==> src/rtl/audio_pkg.sv <==
// Shared constants and assembler state encoding for the UART-to-codec audio sample path.
package audio_pkg;

    localparam int SAMPLE_W            = 16;
    localparam int DEPTH_DEFAULT       = 16;
    localparam int GAP_TIMEOUT_DEFAULT = 104000;

    typedef enum logic {
        LOW_WAIT  = 1'b0,
        HIGH_WAIT = 1'b1
    } asm_state_t;

endpackage

==> src/rtl/sample_fifo.sv <==
// Sample FIFO with extra-MSB pointers; a pop frees room for a same-cycle push when full.
module sample_fifo
    import audio_pkg::*;
#(
    parameter int DEPTH = DEPTH_DEFAULT,
    parameter int WIDTH = SAMPLE_W
) (
    input  logic                   i_clk,
    input  logic                   i_rst,
    input  logic                   i_push,
    input  logic [WIDTH-1:0]       i_wdata,
    input  logic                   i_pop,
    output logic [WIDTH-1:0]       o_rdata,
    output logic                   o_full,
    output logic                   o_empty,
    output logic [$clog2(DEPTH):0] o_level
);

    localparam int AW = $clog2(DEPTH);

    logic [AW:0]      r_wr_ptr;
    logic [AW:0]      r_rd_ptr;
    logic [WIDTH-1:0] r_mem [DEPTH];

    logic w_do_pop;
    logic w_do_push;

    assign o_empty   = (r_wr_ptr == r_rd_ptr);
    assign o_full    = (r_wr_ptr[AW] != r_rd_ptr[AW]) &&
                       (r_wr_ptr[AW-1:0] == r_rd_ptr[AW-1:0]);
    assign o_level   = r_wr_ptr - r_rd_ptr;
    assign o_rdata   = r_mem[r_rd_ptr[AW-1:0]];

    assign w_do_pop  = i_pop && !o_empty;
    assign w_do_push = i_push && (!o_full || w_do_pop);

    always_ff @(posedge i_clk or posedge i_rst) begin
        if (i_rst) begin
            r_wr_ptr <= '0;
            r_rd_ptr <= '0;
        end else begin
            if (w_do_push) r_wr_ptr <= r_wr_ptr + 1'b1;
            if (w_do_pop)  r_rd_ptr <= r_rd_ptr + 1'b1;
        end
    end

    // Storage needs no reset: the pointers alone define what is valid.
    always_ff @(posedge i_clk) begin
        if (w_do_push) r_mem[r_wr_ptr[AW-1:0]] <= i_wdata;
    end

endmodule

==> src/rtl/audio_sample_packer.sv <==
// Packs little-endian UART byte pairs into 16-bit samples and serves them to the codec on request.
// state     | meaning
// LOW_WAIT  | idle; next byte_valid is the low byte
// HIGH_WAIT | low byte held; gap timer running, next byte_valid completes the sample
module audio_sample_packer
    import audio_pkg::*;
#(
    parameter int DEPTH       = DEPTH_DEFAULT,
    parameter int GAP_TIMEOUT = GAP_TIMEOUT_DEFAULT
) (
    input  logic                       CLK50MHz,
    input  logic                       RST,
    input  logic [7:0]                 byte_data,
    input  logic                       byte_valid,
    input  logic                       sample_req,
    output logic signed [SAMPLE_W-1:0] sample_out,
    output logic                       sample_valid,
    output logic [$clog2(DEPTH):0]     level,
    input  logic                       clear_flags,
    output logic                       overflow,
    output logic                       underrun,
    output logic                       resync
);

    localparam int GAP_W = $clog2(GAP_TIMEOUT + 1);

    asm_state_t          r_state;
    logic [GAP_W-1:0]    r_gap_cnt;
    logic [7:0]          r_low_byte;
    logic [SAMPLE_W-1:0] r_sample_out;
    logic                r_sample_valid;
    logic                r_overflow;
    logic                r_underrun;
    logic                r_resync;

    logic                w_push;
    logic                w_timeout;
    logic                w_full;
    logic                w_empty;
    logic [SAMPLE_W-1:0] w_rdata;
    logic                w_ovf_evt;
    logic                w_unr_evt;
    logic                w_rsy_evt;

    // The counter reaches GAP_TIMEOUT on this cycle's increment, i.e. the
    // GAP_TIMEOUT-th cycle spent in HIGH_WAIT is the last one a high byte may arrive.
    assign w_timeout = (r_state == HIGH_WAIT) && (r_gap_cnt == GAP_W'(GAP_TIMEOUT - 1));
    assign w_push    = (r_state == HIGH_WAIT) && byte_valid;
    assign w_ovf_evt = w_push && w_full && !sample_req;
    assign w_unr_evt = sample_req && w_empty;
    assign w_rsy_evt = w_timeout && !byte_valid;

    sample_fifo #(
        .DEPTH (DEPTH),
        .WIDTH (SAMPLE_W)
    ) u_fifo (
        .i_clk   (CLK50MHz),
        .i_rst   (RST),
        .i_push  (w_push),
        .i_wdata ({byte_data, r_low_byte}),
        .i_pop   (sample_req),
        .o_rdata (w_rdata),
        .o_full  (w_full),
        .o_empty (w_empty),
        .o_level (level)
    );

    always_ff @(posedge CLK50MHz or posedge RST) begin
        if (RST) begin
            r_state        <= LOW_WAIT;
            r_gap_cnt      <= '0;
            r_low_byte     <= '0;
            r_sample_out   <= '0;
            r_sample_valid <= 1'b0;
            r_overflow     <= 1'b0;
            r_underrun     <= 1'b0;
            r_resync       <= 1'b0;
        end else begin
            case (r_state)
                LOW_WAIT: begin
                    if (byte_valid) begin
                        r_low_byte <= byte_data;
                        r_gap_cnt  <= '0;
                        r_state    <= HIGH_WAIT;
                    end
                end
                HIGH_WAIT: begin
                    if (byte_valid) begin
                        r_state <= LOW_WAIT;
                    end else if (w_timeout) begin
                        r_low_byte <= '0;
                        r_state    <= LOW_WAIT;
                    end else begin
                        r_gap_cnt <= r_gap_cnt + GAP_W'(1);
                    end
                end
                default: r_state <= LOW_WAIT;
            endcase

            r_sample_valid <= sample_req;
            if (sample_req) r_sample_out <= w_empty ? '0 : w_rdata;

            // A same-cycle setting event wins over clear_flags.
            r_overflow <= (r_overflow && !clear_flags) || w_ovf_evt;
            r_underrun <= (r_underrun && !clear_flags) || w_unr_evt;
            r_resync   <= (r_resync   && !clear_flags) || w_rsy_evt;
        end
    end

    assign sample_out   = r_sample_out;
    assign sample_valid = r_sample_valid;
    assign overflow     = r_overflow;
    assign underrun     = r_underrun;
    assign resync       = r_resync;

endmodule

==> config.mk <==
export PLATFORM = sky130hd
export DESIGN_NAME = audio_sample_packer
export DESIGN_NICKNAME = d
export VERILOG_FILES = /design/src/rtl/audio_pkg.sv /design/src/rtl/sample_fifo.sv /design/src/rtl/audio_sample_packer.sv
export SDC_FILE = /design/constraint.sdc
export NUM_CORES = 1
export LEC_CHECK = 0
export ABC_CLOCK_PERIOD_IN_PS = 11500
export BUFFER_PORTS_ARGS = -buffer_cell sky130_fd_sc_hd__buf_2
export CAP_MARGIN = 25
export CORE_MARGIN = 3
export CORE_UTILIZATION = 65
export CTS_BUF_LIST = sky130_fd_sc_hd__clkbuf_2
export DETAILED_ROUTE_END_ITERATION = 10
export HOLD_SLACK_MARGIN = 0.1
export PLACE_DENSITY = 0.84
export SLEW_MARGIN = 5
export SYNTH_ARGS = -nofsm -noshare
export SYNTH_HDL_FRONTEND = slang
export SYNTH_SLANG_ARGS = --single-unit
==> constraint.sdc <==
create_clock -name CLK50MHz -period 11.5 [get_ports CLK50MHz]
set_clock_uncertainty 0.1 [all_clocks]
set_input_delay 2.3 -clock CLK50MHz [delete_from_list [all_inputs] [get_ports CLK50MHz]]
set_output_delay 2.3 -clock CLK50MHz [all_outputs]
set_load 0.01 [all_outputs]
==> results.txt <==
status - finished clean
All-Layer GR Usage - 27.53%
Worst Hold Class - flop to flop
DRC violations left - 0
total power draw - 3.118 mW
non-filler cells in the finished layout - 1077
Mean Syn Cell Area - 17.83 sq um
Least-Margin Pin Slew - 0.9890 ns
initial antenna violation count - 1
Cell Rows - 49
post-route ant nets - 0
Ys Warns - 0
Mapped Cells - 695
Worst Hold End - r_gap_cnt[11]$_DFFE_PP0P_
hold buffer count at CTS - 0
core footprint - 18330 sq um
sequential-to-total area share from yosys stat - 73.33%
root buf cell - clkbuf_2
Worst Reg2Reg Path Length in Cells - 7
Synth area leaders - edfxtp_1 (62%), mux4_2 (12%), dfrtp_1 (11%)
post-synth net total - 719
Initial Util - 67.61%
Relative slew margins - 33.76%
Reg-to-Reg End - u_fifo.r_mem[11][15]$_DFFE_PP_
Reg clk slew, reported paths - 0.11 ns
CTS tree - yes
H-tree depth - 3
largest area contributor in the synthesized netlist - edfxtp_1
Die W - 144.1 um
dpl cells - 944
FF-to-FF Start - u_fifo.r_rd_ptr[1]$_DFFE_PP0P_
drt wl/cell - 25.03 um
CP required - 9.10 ns
crit-path cells - clkinv_1 -> fa_1 -> a21o_1 -> a21oi_1 -> xnor2_1 -> buf_2
most common cell in the synthesized netlist - edfxtp_1
die footprint - 20760 sq um
crit share post-route - 54.37%
post-DP HPWL - 16430 um
share of cells above drive strength 1 - 30.58%
Critical Path AT - 3.85 ns
port bufs - 37
asr flop ratio synth - 17.95%
Routed WL - 26960 um
Ports - 38
DR iter-0 viols - 890
via density per instance - 6.512
Max rail drop VDD - 113.9 uV
WHS Path Cells - 1
Synth top cells by count - edfxtp_1 (256), nand2_1 (87), mux4_2 (64), dfrtp_1 (56), nand3_1 (43)
Crit Path Max Fanout - 19
area growth from synthesis to layout - 10.10%
via count - 7013
unrepaired setup endpoints after global routing - no
aggregate global routing overflow - 0
WS Path Type - flop to output port
Worst Setup End Kind - output port
Worst-Skew Late Latency - 0.87 ns
max-slew violations - 0
Final Hold Fails - 0
f_max - 159.9 MHz
first-pass GRT wire length - 41900 um
CTS Buf Count - 74
Yosys reg bits - 312
Post-Syn Area - 12390 sq um
drt pass-1 iters - 5
Primary FF master, synth - edfxtp_1
# Post-CTS Setup Buffers - 0
crit path time final - 6.252 ns
pwr dens - 228.5 nW/um^2
Synth top area share - 62.02%
Yosys cell types - 48
Crit-path slowest cell - dfrtp_1
number of global-route vias before repair - 7263
pin count of the biggest net entering global routing - 67
min-delay src - r_gap_cnt[11]$_DFFE_PP0P_
Final setup viols - 0
Max-cap violations - 0
Placer Congestion - 0.8897
clock buffer depth - 3
Die Y - 144.1 um
setup TNS - 0 ns
PostCTS Resize Cnt - 0
CP peak stage delay - 0.85 ns
R2R setup slack - 6.53 ns
Post-synth EDFFs - 256
Nets - 816
crit path launch type - flop
Pleak - 4.957 nW
CTS Sinks - 312
[layer usage]
metal	vias to the layer above	global-route usage (%)	routed length (um)
li1	3006	-	-
met3	61	5.820	2282
met2	409	43.92	13710
met5	-	0	0
met1	3537	37.82	10230
met4	0	11.65	736
[state kept, by name, indices dropped and copies added, names as in the netlist]
signal,cells
r_low_byte,8
r_state,1
resync,1
u_fifo.r_rd_ptr,5
r_gap_cnt,17
u_fifo.r_mem,256
u_fifo.r_wr_ptr,5
sample_valid,1
underrun,1
sample_out,16
overflow,1
[kinds of logic after synthesis]
group	after synthesis	synth area share, %
adders and majority gates	11	1.171
buffers and inverters	48	1.595
DFF	312	73.33
xor gates and xnor gates	13	0.9186
muxes	71	12.19
AOI/OAI and AO/OA	58	3.897
and+or+nand+nor	182	6.895
[power breakdown]
group          leakage, nW  internal, mW  switching [mW]  total [mW]
clock network        0.535         0.319           0.420       0.739
logic                 1.39         0.414           0.464       0.878
registers             3.03          1.35           0.155        1.50
total                 4.96          2.08            1.04        3.12
[per-stage QoR]
step / util (%) / cell area [sq um] / setup slack [ns] / hold WS [ns]
3_5_place_dp: 70.41 / 12910 / 6.227 / 0.3849
3_3_place_gp: 70.26 / 12880 / 5.996 / 0.3720
6_report: 74.45 / 13650 / 5.248 / 0.4152
4_1_cts: 74.28 / 13620 / 5.285 / 0.4012
2_1_floorplan: - / 12390 / 6.541 / 0.3557
5_1_grt: 74.45 / 13650 / 5.084 / 0.4374
[critical path: cells and delay by family, from the launching register on]
| family | cells | cell delay [ns] |
|---|---|---|
| adders and majority gates | 1 | 0.68 |
| xor gates and xnor gates | 1 | 0.14 |
| buffers and inverters | 2 | 0.93 |
| DFF | 1 | 0.85 |
| AOI/OAI and AO/OA | 2 | 0.37 |
[layout by cell type (no fill, tap or decap), types with 3 or more instances in the layout]
cell,instances
a21o_1,3
a21oi_1,4
a22o_2,8
a31oi_1,3
a32o_1,17
and3_1,5
buf_2,37
buf_4,18
bufinv_16,3
clkbuf_2,109
clkinv_1,16
dfrtp_1,54
edfxtp_1,256
ha_1,10
inv_1,9
inv_2,4
mux2i_1,7
mux4_2,64
nand2_1,87
nand2b_1,4
nand3_1,43
nand4_1,9
nor2_1,15
nor3_2,4
o211ai_1,5
o21ai_0,6
xnor2_1,10
xor2_1,3
[layout make-up]
cell class / count / area, sq um
sequential: 312 / 9094
fill: 1035 / 4684
multi-input combinational: 335 / 3134
clock buffer: 109 / 545.5
timing repair buffer: 57 / 375.4
tap: 229 / 286.5
clock inverter: 22 / 163.9
inverter: 12 / 45.04
antenna: 1 / 2.502
[worst max path at each step]
stage,startpoint,endpoint,slack [ns],depth (start not counted)
final,u_fifo.r_rd_ptr[1]$_DFFE_PP0P_,level[4],5.25,6
after global routing,u_fifo.r_rd_ptr[1]$_DFFE_PP0P_,level[4],5.08,6
after CTS,u_fifo.r_rd_ptr[1]$_DFFE_PP0P_,level[4],5.29,6
after detailed placement,u_fifo.r_rd_ptr[1]$_DFFE_PP0P_,level[4],6.23,6
after global placement,u_fifo.r_rd_ptr[2]$_DFFE_PP0P_,level[4],6.00,6
after floorplan,byte_valid,u_fifo.r_mem[3][0]$_DFFE_PP_,6.54,5
No activity file was read; power rests on OpenSTA's default activity.
